===== config.mk =====
export PLATFORM = sky130hd
export DESIGN_NAME = dii_pkt_fifo
export DESIGN_NICKNAME = d
export VERILOG_FILES = /design/src/rtl/dii_package.sv /design/src/rtl/dii_pkt_fifo.sv
export SDC_FILE = /design/constraint.sdc
export NUM_CORES = 1
export LEC_CHECK = 0
export BUFFER_PORTS_ARGS = -buffer_cell sky130_fd_sc_hd__buf_2
export CORE_UTILIZATION = 50
export DETAILED_ROUTE_END_ITERATION = 8
export GPL_TIMING_DRIVEN = 0
export HOLD_SLACK_MARGIN = 0.1
export PLACE_DENSITY = 0.67
export RECOVER_POWER = 50
export SETUP_SLACK_MARGIN = 0.1
export SLEW_MARGIN = 5
export SYNTH_ARGS = -nofsm -noshare
export SYNTH_HDL_FRONTEND = slang
export SYNTH_SLANG_ARGS = --single-unit

===== constraint.sdc =====
create_clock -name clk -period 4.52 [get_ports clk]
set_input_delay 0.678 -clock clk [delete_from_list [all_inputs] [get_ports clk]]
set_output_delay 0.678 -clock clk [all_outputs]
set_load 0.05 [all_outputs]

===== src/rtl/dii_package.sv =====
// Shared debug-interconnect flit type used on the debug ring links.
package dii_package;

    typedef struct packed {
        logic        valid;
        logic        last;
        logic [15:0] data;
    } dii_flit;

endpackage


===== src/rtl/dii_pkt_fifo.sv =====
// Debug-ring flit buffer: plain FIFO or store-and-forward packet buffer with
// a cut-through escape for packets larger than the buffer.
module dii_pkt_fifo
    import dii_package::*;
#(
    parameter int unsigned WIDTH      = 16,
    parameter int unsigned DEPTH      = 16,
    parameter int unsigned FULLPACKET = 1
) (
    input  logic                     clk,
    input  logic                     rst,
    input  dii_flit                  flit_in,
    output logic                     flit_in_ready,
    output dii_flit                  flit_out,
    input  logic                     flit_out_ready,
    output logic [$clog2(DEPTH):0]   packet_count
);

    localparam int unsigned AW = $clog2(DEPTH);
    localparam int unsigned CW = AW + 1;

    logic [WIDTH:0]  mem [DEPTH];
    logic [AW-1:0]   wr_ptr;
    logic [AW-1:0]   rd_ptr;
    logic [CW-1:0]   count;
    logic            cutthrough;

    logic            full;
    logic            empty;
    logic [WIDTH:0]  head;
    logic            wr_en;
    logic            rd_en;
    logic            wr_last;
    logic            rd_last;

    assign full  = (count == CW'(DEPTH));
    assign empty = (count == '0);
    assign head  = mem[rd_ptr];

    // Handshake outputs depend only on registered state and reset.
    always_comb begin
        flit_in_ready  = !full && !rst;
        flit_out       = '0;
        flit_out.last  = head[WIDTH];
        flit_out.data  = head[WIDTH-1:0];
        if (FULLPACKET == 0) begin
            flit_out.valid = !empty && !rst;
        end else begin
            flit_out.valid = !empty && !rst && ((packet_count != '0) || cutthrough);
        end
    end

    assign wr_en   = flit_in.valid && flit_in_ready;
    assign rd_en   = flit_out.valid && flit_out_ready;
    assign wr_last = wr_en && flit_in.last;
    assign rd_last = rd_en && head[WIDTH];

    // Storage is deliberately left out of reset.
    always_ff @(posedge clk) begin
        if (wr_en) begin
            mem[wr_ptr] <= {flit_in.last, flit_in.data};
        end
    end

    always_ff @(posedge clk) begin
        if (rst) begin
            wr_ptr       <= '0;
            rd_ptr       <= '0;
            count        <= '0;
            packet_count <= '0;
            cutthrough   <= 1'b0;
        end else begin
            if (wr_en) begin
                wr_ptr <= wr_ptr + AW'(1);
            end
            if (rd_en) begin
                rd_ptr <= rd_ptr + AW'(1);
            end

            case ({wr_en, rd_en})
                2'b10:   count <= count + CW'(1);
                2'b01:   count <= count - CW'(1);
                default: count <= count;
            endcase

            case ({wr_last, rd_last})
                2'b10:   packet_count <= packet_count + CW'(1);
                2'b01:   packet_count <= packet_count - CW'(1);
                default: packet_count <= packet_count;
            endcase

            // A full buffer with no complete packet can only drain by cutting through.
            if (FULLPACKET == 0) begin
                cutthrough <= 1'b0;
            end else if (rd_last) begin
                cutthrough <= 1'b0;
            end else if (full && (packet_count == '0)) begin
                cutthrough <= 1'b1;
            end
        end
    end

endmodule


-- Word-level counts from Yosys, hierarchy flattened
Memories as Yosys holds them, arrays and structs flattened. A register that Yosys moved wholly into a read port is not among the register bits.
Cells that the tools add are included.
W data, S select, Z words.
- input port bits: 21
- memories kept: 1
- memory bits (writable): 272
- register bits after elaboration: 19
- reduce and logical (&&, ||, !) cells: 18
- add/sub/neg operators: 6
- mux-type cells: 6
- equal/unequal tests: 5
- memories (name ; depth ; width ; read ports ; clocked after memory_dff ; wr ports ; line ; source):
    mem ; 16 ; 17 ; 1 ; 1 ; 1 ; dii_pkt_fifo.sv:22 ; logic [WIDTH:0] mem [DEPTH];
- operators by type and width (cell ; number):
    $pmux W5 S2 ; 2
    $add A5 B1 Y5 const B ; 2
    $logic_not A5 Y1 ; 2
    $sub A5 B1 Y5 const B ; 2
    $add A4 B1 Y4 const B ; 2
    $logic_and A1 B1 Y1 ; 8
    $mux W4 ; 2
    $eq A5 B5 Y1 const B ; 1
    $reduce_bool A5 Y1 ; 1
    $eq A2 B1 Y1 const B ; 2
    $eq A2 B2 Y1 const B ; 2
    $reduce_bool A2 Y1 ; 2
    $logic_not A1 Y1 ; 3
    $mux W1 ; 2
    $reduce_or A2 Y1 ; 1
    $logic_or A1 B1 Y1 ; 1

-- Longest topological paths before layout
Gate-level depths: netlist (run 1).
- depth after elaboration: 8
- gate-level depth with buffers: 14
- gate-level depth less buffers: 12

-- Least setup slack after synthesis (run 1)
No wires, ideal clock.
- kind: register -> register
- start point: register packet_count[0]
- end point: register packet_count[4]
- cell stages (with the launch flop): 12
- period minus slack after synthesis: 3.216 ns
- data arrival time: 3.096 ns
- path slack: 1.304 ns
- buffers on the path: 0
- setup time: 0.121 ns
- required time: 4.399 ns
- path through: dfxtp_1 > or4_1 > or3_1 > nand3_2 > a211oi_1 > ha_1 > ha_1 > nor2b_1 > o21ai_0 > a21oi_1 > or3b_1 > mux2_2
- cells in the longest elaborated chain, start to end: 7
- RTL lines (what ; line ; source):
    start: declaration ; dii_pkt_fifo.sv:16 ; output logic [$clog2(DEPTH):0] packet_count
    start signal: assignment ; dii_pkt_fifo.sv:87 ; 2'b10: packet_count <= packet_count + CW'(1);
    start signal: assignment ; dii_pkt_fifo.sv:88 ; 2'b01: packet_count <= packet_count - CW'(1);
    start signal: assignment ; dii_pkt_fifo.sv:89 ; default: packet_count <= packet_count;
    $reduce_bool A5 Y1 ; dii_pkt_fifo.sv:49 ; flit_out.valid = !empty && !rst && ((packet_count != '0) || cutthrough);
    $logic_or A1 B1 Y1 ; dii_pkt_fifo.sv:49 ;
    $logic_and A1 B1 Y1 ; dii_pkt_fifo.sv:49 ;
    $logic_and A1 B1 Y1 ; dii_pkt_fifo.sv:54 ; assign rd_en = flit_out.valid && flit_out_ready;
    $logic_and A1 B1 Y1 ; dii_pkt_fifo.sv:56 ; assign rd_last = rd_en && head[WIDTH];
    $eq A2 B1 Y1 / $eq A2 B2 Y1 (equally long branches) ; dii_pkt_fifo.sv:86 ; case ({wr_last, rd_last})
    $pmux W5 S2 / $reduce_bool A2 Y1 (equally long branches) ; - ;
Several ways; a longest one is shown, not always the timed one.
A chain may end at the register's enable or synchronous reset.

==> results of run 1 <==
per-stage QoR:
step / total power [mW] / utilization / cell area (sq um) / TNS [ns]
2_1_floorplan: 3.17 / - / 11600 / 0
3_3_place_gp: 3.23 / 0.536 / 12100 / -2.17
3_5_place_dp: 3.24 / 0.552 / 12500 / 0
4_1_cts: 5.38 / 0.589 / 13300 / 0
5_1_grt: 5.49 / 0.586 / 13300 / 0
6_report: 5.34 / 0.586 / 13300 / 0
worst max-delay path, cell delays in order, from the launching register on:
cell	delay (ns)
dfxtp_1	0.31
buf_2	0.16
buf_2	0.30
clkbuf_1	0.70
mux4_2	0.41
mux4_2	0.51
buf_2	0.24
worst paths after layout:
path | start | end | slack [ns] | cells past startpoint
worst min-delay path | rd_ptr[3]$_SDFFE_PP0P_ | flop | 0.48 | 1
worst max-delay path | flop | flit_out[0] | 0.68 | 6
worst min register to register | rd_ptr[3]$_SDFFE_PP0P_ | flop | 0.48 | 1
worst max register to register | flop | packet_count[4]$_SDFFE_PP0P_ | 0.72 | 13
routing by layer:
layer	up-vias	routed length, um	GRT usage
met2	203	11900	0.361
li1	2442	-	-
met1	2952	10200	0.296
met4	0	502	0.0600
met3	41	1430	0.0265
met5	-	0	0
cell families after synthesis:
kind of cell,count (synthesis),share of synthesized area
compound gates,23,0.0121
xor+xnor,8,0.00606
fa+ha+maj,15,0.0175
buf+inv,42,0.0186
flops,295,0.746
mux,94,0.168
simple gates,76,0.0312
flip-flops by register name (all words and copies together) (netlist names), named ones only:
name	cells
count	5
cutthrough	1
wr_ptr	4
mem	272
packet_count	5
rd_ptr	4
where the power goes:
group	internal (mW)	leakage [nW]	switching, mW	total (mW)
clock network	1.23	0.410	0.929	2.16
registers	3.00	2.64	0.00857	3.01
logic	0.0503	1.16	0.121	0.171
cells in the final DEF (no fill, tap or decap), drive strengths merged, types with 4 or more instances in the layout:
master  count
nor2       32
mux2i      12
inv        14
a21oi      12
edfxtp    272
mux4       80
buf        55
nor3        7
nor2b       7
clkinv     11
clkbuf     75
xnor2       4
ha         13
xor2        4
nand3       6
dfxtp      23
nand2b      4
nand2      12
area by class of cell:
cell class | instances | area (sq um)
plain buffers | 28 | 161
inverters | 14 | 52.6
fillers | 1613 | 9370
multi-input cells | 216 | 2740
well taps | 285 | 357
clock buffers | 39 | 763
clock inverters | 13 | 81.3
flip-flops and latches | 295 | 8630
repair buffers | 63 | 494
==> impl_metrics.ini, run 1 <==
[clock_network]
insertion_delay_ns = 0.54
cts_tree = yes
clk_path_buf_depth = 3
cts_root_buf = clkbuf_16
post_cts_buffers = 0
cts.sinks = 295
clk_pin_slew_ns = 0.06
postCtsHoldBufs = 0
cts-buffers-inserted = 29
cts-resized-gates = 0
h-tree-depth = 1

[timing]
tightestPinTransition_ns = 1.21
hold_violations = 0
final.setup.worst_slack_ns = 0.677
timing.fmax_mhz = 260
skew_ns = 0.0167
post-route-period-util = 0.850
fin_hold_ws_ns = 0.479
timing.final.max_slew_violations = 0
setup_violations = 0
rsz0062_at_grt = no
fin_crit_ns = 3.84
slew_headroom = 0.189

[global_route]
grt_max_degree = 18
antenna_found_initial = 0
grt_overflow = 0
grt_use_total = 0.214
grt_pass1_wl_um = 36700
grt_pass1_vias = 6015

[synth]
synth_edf_count = 272
ys_seq_elements = 295
synth_most_common_cell = edfxtp_1
syn-num-nets = 589
avgSynthCellArea_sq_um = 20.9
synthTopCellsByArea = edfxtp_1 71%, mux4_2 16%, dfxtp_1 4.0%, ha_1 1.4%, mux2i_1 1.0%
synthArstFlopShare = 0
synth_cells = 553
ys_types = 37
seq_area_frac_synth = 0.746
syn_area_sq_mm = 0.0116
ys.flop_type = edfxtp_1
ys_warn_count = 0
synth_area_leader_cell = edfxtp_1
synth_top_area_frac = 0.706
synth_commonest_cells = 272 x edfxtp_1, 80 x mux4_2, 32 x nor2_1, 23 x dfxtp_1

[drt]
drcViolationCount = 0
num_vias = 5638
drtIter0Drc = 586
viasPerCell = 5.92
drt-pass1-iter-count = 4
routedWlPerCell_um = 25.2
ant_nets = 0
drt-total-wl_um = 24000

[critical_path]
cp.arrival_ns = 3.17
critPathCaptureType = output port
cp-start-kind = flop
critical_path.max_fanout = 10
worst-setup-path-type = reg2out
crit_required_ns = 3.84

[place]
place.port_buffers = 43
hpwl_um = 15700
place_inst = 901
routabilityCongestion = 0.786
post-place-ws_ns = 0.958

[job]
max_cap_viol_count = 0

[die]
initial_core_util = 0.511
die_h_um = 154
die_area_sq_mm = 0.0237
rows = 55
core-area_sq_mm = 0.0226
chipWidth_um = 154
ios = 45

[finish]
instances_no_fill = 953
drive_gt1_frac = 0.274
area_delta_synth_final_pct = 14.8
antenna_cells = 0
finish.net_count = 683

[outcome]
outcome = finished, final reports clean

[power]
vdd_drop_max_uv = 221
leakage_nw = 4.20
p_per_area_mw_per_mm2 = 402

[worst_hold_path]
hold_path.class = reg2reg
Power figures use the tool's default switching activity.
==> run 2, diff against run 1 <==
--- a/config.mk
+++ b/config.mk
@@ -6,6 +6,7 @@
 export NUM_CORES = 1
 export LEC_CHECK = 0
 export BUFFER_PORTS_ARGS = -buffer_cell sky130_fd_sc_hd__buf_2
+export CAP_MARGIN = 25
 export CORE_UTILIZATION = 50
 export DETAILED_ROUTE_END_ITERATION = 8
 export GPL_TIMING_DRIVEN = 0
==> constraint.sdc (replaced) <==
create_clock -name clk -period 4 [get_ports clk]
set_input_delay 0.4 -clock clk [delete_from_list [all_inputs] [get_ports clk]]
set_output_delay 0.4 -clock clk [all_outputs]
set_load 0.05 [all_outputs]
==> impl_metrics.ini, run 2 (synthesized netlist as in run 1, its figures left out) <==
[outcome]
outcome = finished, final reports clean

[global_route]
grt_max_degree = 18
grt_use_total = 0.214
gr-usage-met2 = 0.357
met1_usage = 0.296
grt_pass1_vias = 5993
grt_use_met3 = 0.0361
grt_overflow = 0
grt_pass1_wl_um = 36700
grt-busiest-layer = met2
antenna_found_initial = 0

[finish]
multi_input_area_sq_mm = 0.00274
regMostFlops = mem
largest_reg_flops = 272
finish.net_count = 683
top_regs = mem x272, count x5, packet_count x5
area_delta_synth_final_pct = 15.7
fillerInstances = 1601
regArea_sq_mm = 0.00863
instances_no_fill = 954
final_common_cell = edfxtp_1
antenna_cells = 0
final_cell_mix = 272 x edfxtp_1, 80 x mux4_2, 41 x clkbuf_1
drive_gt1_frac = 0.280

[clock_network]
clk_pin_slew_ns = 0.06
cts-buffers-inserted = 29
postCtsHoldBufs = 0
cts.sinks = 295
clk_path_buf_depth = 3
cts_tree = yes
post_cts_buffers = 0
cts_root_buf = clkbuf_16
cts-resized-gates = 0
h-tree-depth = 1
insertion_delay_ns = 0.54

[power]
p_per_area_mw_per_mm2 = 471
clockPowerShare = 0.430
seqPwrFrac = 0.539
p_int_mw = 5.09
leakage_nw = 4.26
switching_power_mw = 1.22
switching_share = 0.193
combPwrFrac = 0.031
vdd_drop_max_uv = 266

[place]
routabilityCongestion = 0.786
place.port_buffers = 43
hpwl_um = 15700
place_inst = 901

[critical_path]
cp.arrival_ns = 4.02
critical_path.max_fanout = 10
cp-start-kind = flop
worst-setup-path-type = reg2reg
critPathCaptureType = flop
crit_required_ns = 4.43

[timing]
hold_violations = 0
setup_tns_ns = 0
post-route-period-util = 0.897
tightestPinTransition_ns = 1.18
timing.fmax_mhz = 279
rsz0062_at_grt = no
fin_crit_ns = 3.59
slew_headroom = 0.211
skew_ns = 0.0150
timing.final.max_slew_violations = 0
setup_violations = 0

[drt]
num_vias = 5613
drt-pass1-iter-count = 4
ant_nets = 0
viasPerCell = 5.88
drtIter0Drc = 518
drcViolationCount = 0
drt-total-wl_um = 24100
routedWlPerCell_um = 25.3

[die]
rows = 55
core-area_sq_mm = 0.0226
die_area_sq_mm = 0.0237
die_h_um = 154
ios = 45
initial_core_util = 0.511
chipWidth_um = 154

[worst_hold_path]
hold_path.class = in2reg

[job]
max_cap_viol_count = 0
[run 2: cell types whose count changed in the layout (fill, tap and decap cells not counted)]
cell	delta
clkbuf_1	-5
bufinv_16	+4
clkinv_1	+2
buf_2	+1
buf_4	+1
buf_6	-1
clkinvlp_2	-1
[run 2: path summary, 6_finish.rpt]
check | from | endpoint | slack [ns] | cells past startpoint
setup / recovery | flop | packet_count[4]$_SDFFE_PP0P_ | 0.41 | 14
hold / removal | rst | count[4]$_SDFFE_PP0P_ | 0.33 | 3
setup reg to reg | flop | packet_count[4]$_SDFFE_PP0P_ | 0.41 | 14
hold reg to reg | rd_ptr[3]$_SDFFE_PP0P_ | flop | 0.48 | 1
[run 2: per-stage QoR]
stage	setup slack, ns	power, mW	hold WS (ns)	utilization	instance area (sq um)
6_report	0.413	6.31	0.330	0.591	13400
4_1_cts	0.374	6.35	0.211	0.594	13400
3_5_place_dp	0.457	3.66	0.448	0.552	12500
5_1_grt	0.117	6.49	0.337	0.591	13400
2_1_floorplan	0.784	3.58	0.428	-	11600
3_3_place_gp	-0.306	3.65	0.449	0.536	12100
[run 2: layout make-up]
class | instances | share of cell area
Buffer | 28 | 0.0122
Clock buffer | 35 | 0.0559
Clock inverter | 18 | 0.0152
Inverter | 14 | 0.00393
Multi-Input combinational cell | 216 | 0.205
Sequential cell | 295 | 0.645
Tap cell | 285 | 0.0267
Timing Repair Buffer | 63 | 0.0367
[run 2: worst max-delay path, cell delays in order, from the launching register on]
cell and delay, ns:
dfxtp_1 0.30, buf_2 0.15, buf_2 0.22, buf_2 0.28, nand3_1 0.12, nand3_1 0.11, a211oi_1 0.46, ha_1 0.33
inv_1 0.11, fa_1 0.39, nor2b_1 0.16, o21ai_0 0.12, nand3_1 0.09, or3b_1 0.35, mux2_2 0.28
[run 2: routing by layer]
layer | wire length, um | vias up | share of wire
met5 | 0 | - | 0
met4 | 496 | 0 | 0.021
met3 | 1580 | 41 | 0.065
met2 | 12000 | 195 | 0.50
met1 | 10100 | 2936 | 0.42
li1 | - | 2441 | -
[run 2: power by group through the flow]
stage          sequential [mW]  combinational [mW]  clock (mW)
2_1_floorplan             3.47               0.112           0
3_3_place_gp              3.46               0.183           0
3_5_place_dp              3.46               0.198           0
4_1_cts                   3.40               0.199        2.75
5_1_grt                   3.40               0.209        2.88
6_report                  3.40               0.193        2.71
==> run 3, diff against run 2 <==
--- a/config.mk
+++ b/config.mk
@@ -7,11 +7,12 @@
 export LEC_CHECK = 0
 export BUFFER_PORTS_ARGS = -buffer_cell sky130_fd_sc_hd__buf_2
 export CAP_MARGIN = 25
-export CORE_UTILIZATION = 50
+export CORE_UTILIZATION = 54
+export CTS_BUF_LIST = sky130_fd_sc_hd__clkbuf_2
 export DETAILED_ROUTE_END_ITERATION = 8
 export GPL_TIMING_DRIVEN = 0
 export HOLD_SLACK_MARGIN = 0.1
-export PLACE_DENSITY = 0.67
+export PLACE_DENSITY = 0.71
 export RECOVER_POWER = 50
 export SETUP_SLACK_MARGIN = 0.1
 export SLEW_MARGIN = 5
==> impl_metrics.ini, run 3 (synthesized netlist as in run 1, its figures left out) <==
[outcome]
outcome = finished, final reports clean

[die]
die_h_um = 148
core-area_sq_mm = 0.0210
initial_core_util = 0.550
die_area_sq_mm = 0.0220
rows = 53
chipWidth_um = 148
ios = 45

[timing]
slew_headroom = 0.210
hold_violations = 0
post-route-period-util = 0.883
rsz0062_at_grt = no
timing.fmax_mhz = 283
setup_violations = 0
timing.final.max_slew_violations = 0
skew_ns = 0.0365
tightestPinTransition_ns = 1.18
fin_crit_ns = 3.53
final.setup.worst_slack_ns = 0.468

[worst_hold_path]
hold_path.class = reg2reg
hold_depth = 1
min_from = rd_ptr[3]$_SDFFE_PP0P_

[critical_path]
crit_chain = nor4_1 > a211oi_1 > inv_1 > ha_1 > ha_1 > nor2b_1 > o21ai_0 > a21oi_1 > or3b_1 > mux2_2
critPathLaunch = count[1]$_SDFFE_PP0P_
critPathCaptureType = flop
path_common_cell = ha_1
slowest_stage = a211oi_1
critPathBufInv = 1
crit-reg2reg-launch = count[1]$_SDFFE_PP0P_
cp-start-kind = flop
r2r_end = count[4]$_SDFFE_PP0P_
r2r_setup_slack_ns = 0.47
slowest_delay_ns = 0.99
crit_required_ns = 4.64
r2r_cells = 10
critPathTopFamily = compound AO/OA/AOI/OAI gates
cp.arrival_ns = 4.17
critical_path.max_fanout = 10
worst-setup-path-type = reg2reg

[drt]
routedWlPerCell_um = 23.4
ant_nets = 0
drt-total-wl_um = 24000
num_vias = 5970
drtIter0Drc = 538
drcViolationCount = 0
drt-pass1-iter-count = 5
viasPerCell = 5.81

[power]
switching_power_mw = 1.22
seqPwrFrac = 0.635
vdd_drop_max_uv = 164
p_per_area_mw_per_mm2 = 405
clockPowerShare = 0.326
leakage_nw = 4.36
power.total_mw = 5.35
switching_share = 0.228
p_int_mw = 4.13
combPwrFrac = 0.039

[finish]
fin_util = 0.629
final_common_cell = edfxtp_1
instances_no_fill = 1027
finish.net_count = 744
top_regs = mem x272, count x5, packet_count x5
drive_gt1_frac = 0.343
regMostFlops = mem
area_delta_synth_final_pct = 14.3
final_cell_mix = 272 x edfxtp_1, 103 x clkbuf_2, 80 x mux4_2
largest_reg_flops = 272
antenna_cells = 0

[global_route]
grt_use_total = 0.234
grt_pass1_wl_um = 36300
grt_overflow = 0
grt_max_degree = 18
gr-usage-met2 = 0.398
grt-busiest-layer = met2
antenna_found_initial = 0
grt_pass1_vias = 6356
grt_use_met3 = 0.0660
met1_usage = 0.284

[place]
routabilityCongestion = 0.780
hpwl_um = 15600
place_inst = 891
place.port_buffers = 43
post-place-ws_ns = 0.547

[clock_network]
clk_pin_slew_ns = 0.08
cts-buffers-inserted = 70
clk_path_buf_depth = 3
cts_tree = yes
cts.sinks = 295
post_cts_buffers = 0
h-tree-depth = 3
insertion_delay_ns = 0.77
cts_root_buf = clkbuf_2

[job]
max_cap_viol_count = 0
-- run 3: worst max path at each step --
stage                                        end  slack (ns)  depth (start not counted)
finish                     count[4]$_SDFFE_PP0P_        0.47                         10
global route               count[4]$_SDFFE_PP0P_        0.18                         10
CTS                                  flit_out[0]        0.13                          6
detailed placement  packet_count[4]$_SDFFE_PP0P_        0.55                         14
global placement             mem[0][7]$_DFFE_PP_       -0.21                          4
floorplan           packet_count[4]$_SDFFE_PP0P_        0.78                         11
-- run 3: routing by layer --
| metal | vias to the layer above | wire length [um] | part of all wire |
|---|---|---|---|
| met2 | 269 | 12500 | 0.52 |
| met5 | - | 0 | 0 |
| met3 | 41 | 1780 | 0.074 |
| met4 | 0 | 466 | 0.019 |
| li1 | 2604 | - | - |
| met1 | 3056 | 9230 | 0.38 |
-- run 3: layout make-up --
| class | count | area, sq um |
|---|---|---|
| plain buffers | 28 | 164 |
| clock buffers | 102 | 510 |
| clock inverters | 14 | 52.6 |
| fillers | 1452 | 7810 |
| inverters | 14 | 52.6 |
| multi-input cells | 216 | 2750 |
| flip-flops and latches | 295 | 8630 |
| well taps | 275 | 344 |
| repair buffers | 83 | 718 |
-- run 3: power groups by stage --
stage | Combinational [mW] | Sequential, mW | Clock, mW
finish | 0.209 | 3.39 | 1.74
CTS | 0.215 | 3.39 | 1.79
global route | 0.225 | 3.40 | 1.96
detailed placement | 0.199 | 3.46 | 0
global placement | 0.182 | 3.46 | 0
floorplan | 0.112 | 3.47 | 0
-- run 3: per-stage QoR --
stage	TNS, ns	area (sq um)	hold slack [ns]
final	0	13200	0.457
after floorplan	0	11600	0.428
after global routing	0	13200	0.487
after detailed placement	0	12500	0.451
after CTS	0	13300	0.461
after global placement	-12.40	12100	0.445
-- run 3: timing repair --
action,CTS,global route
resized for setup,0,3
hold endpoints to repair,285,0
setup endpoints to repair,0,10
hold buffers,20,0
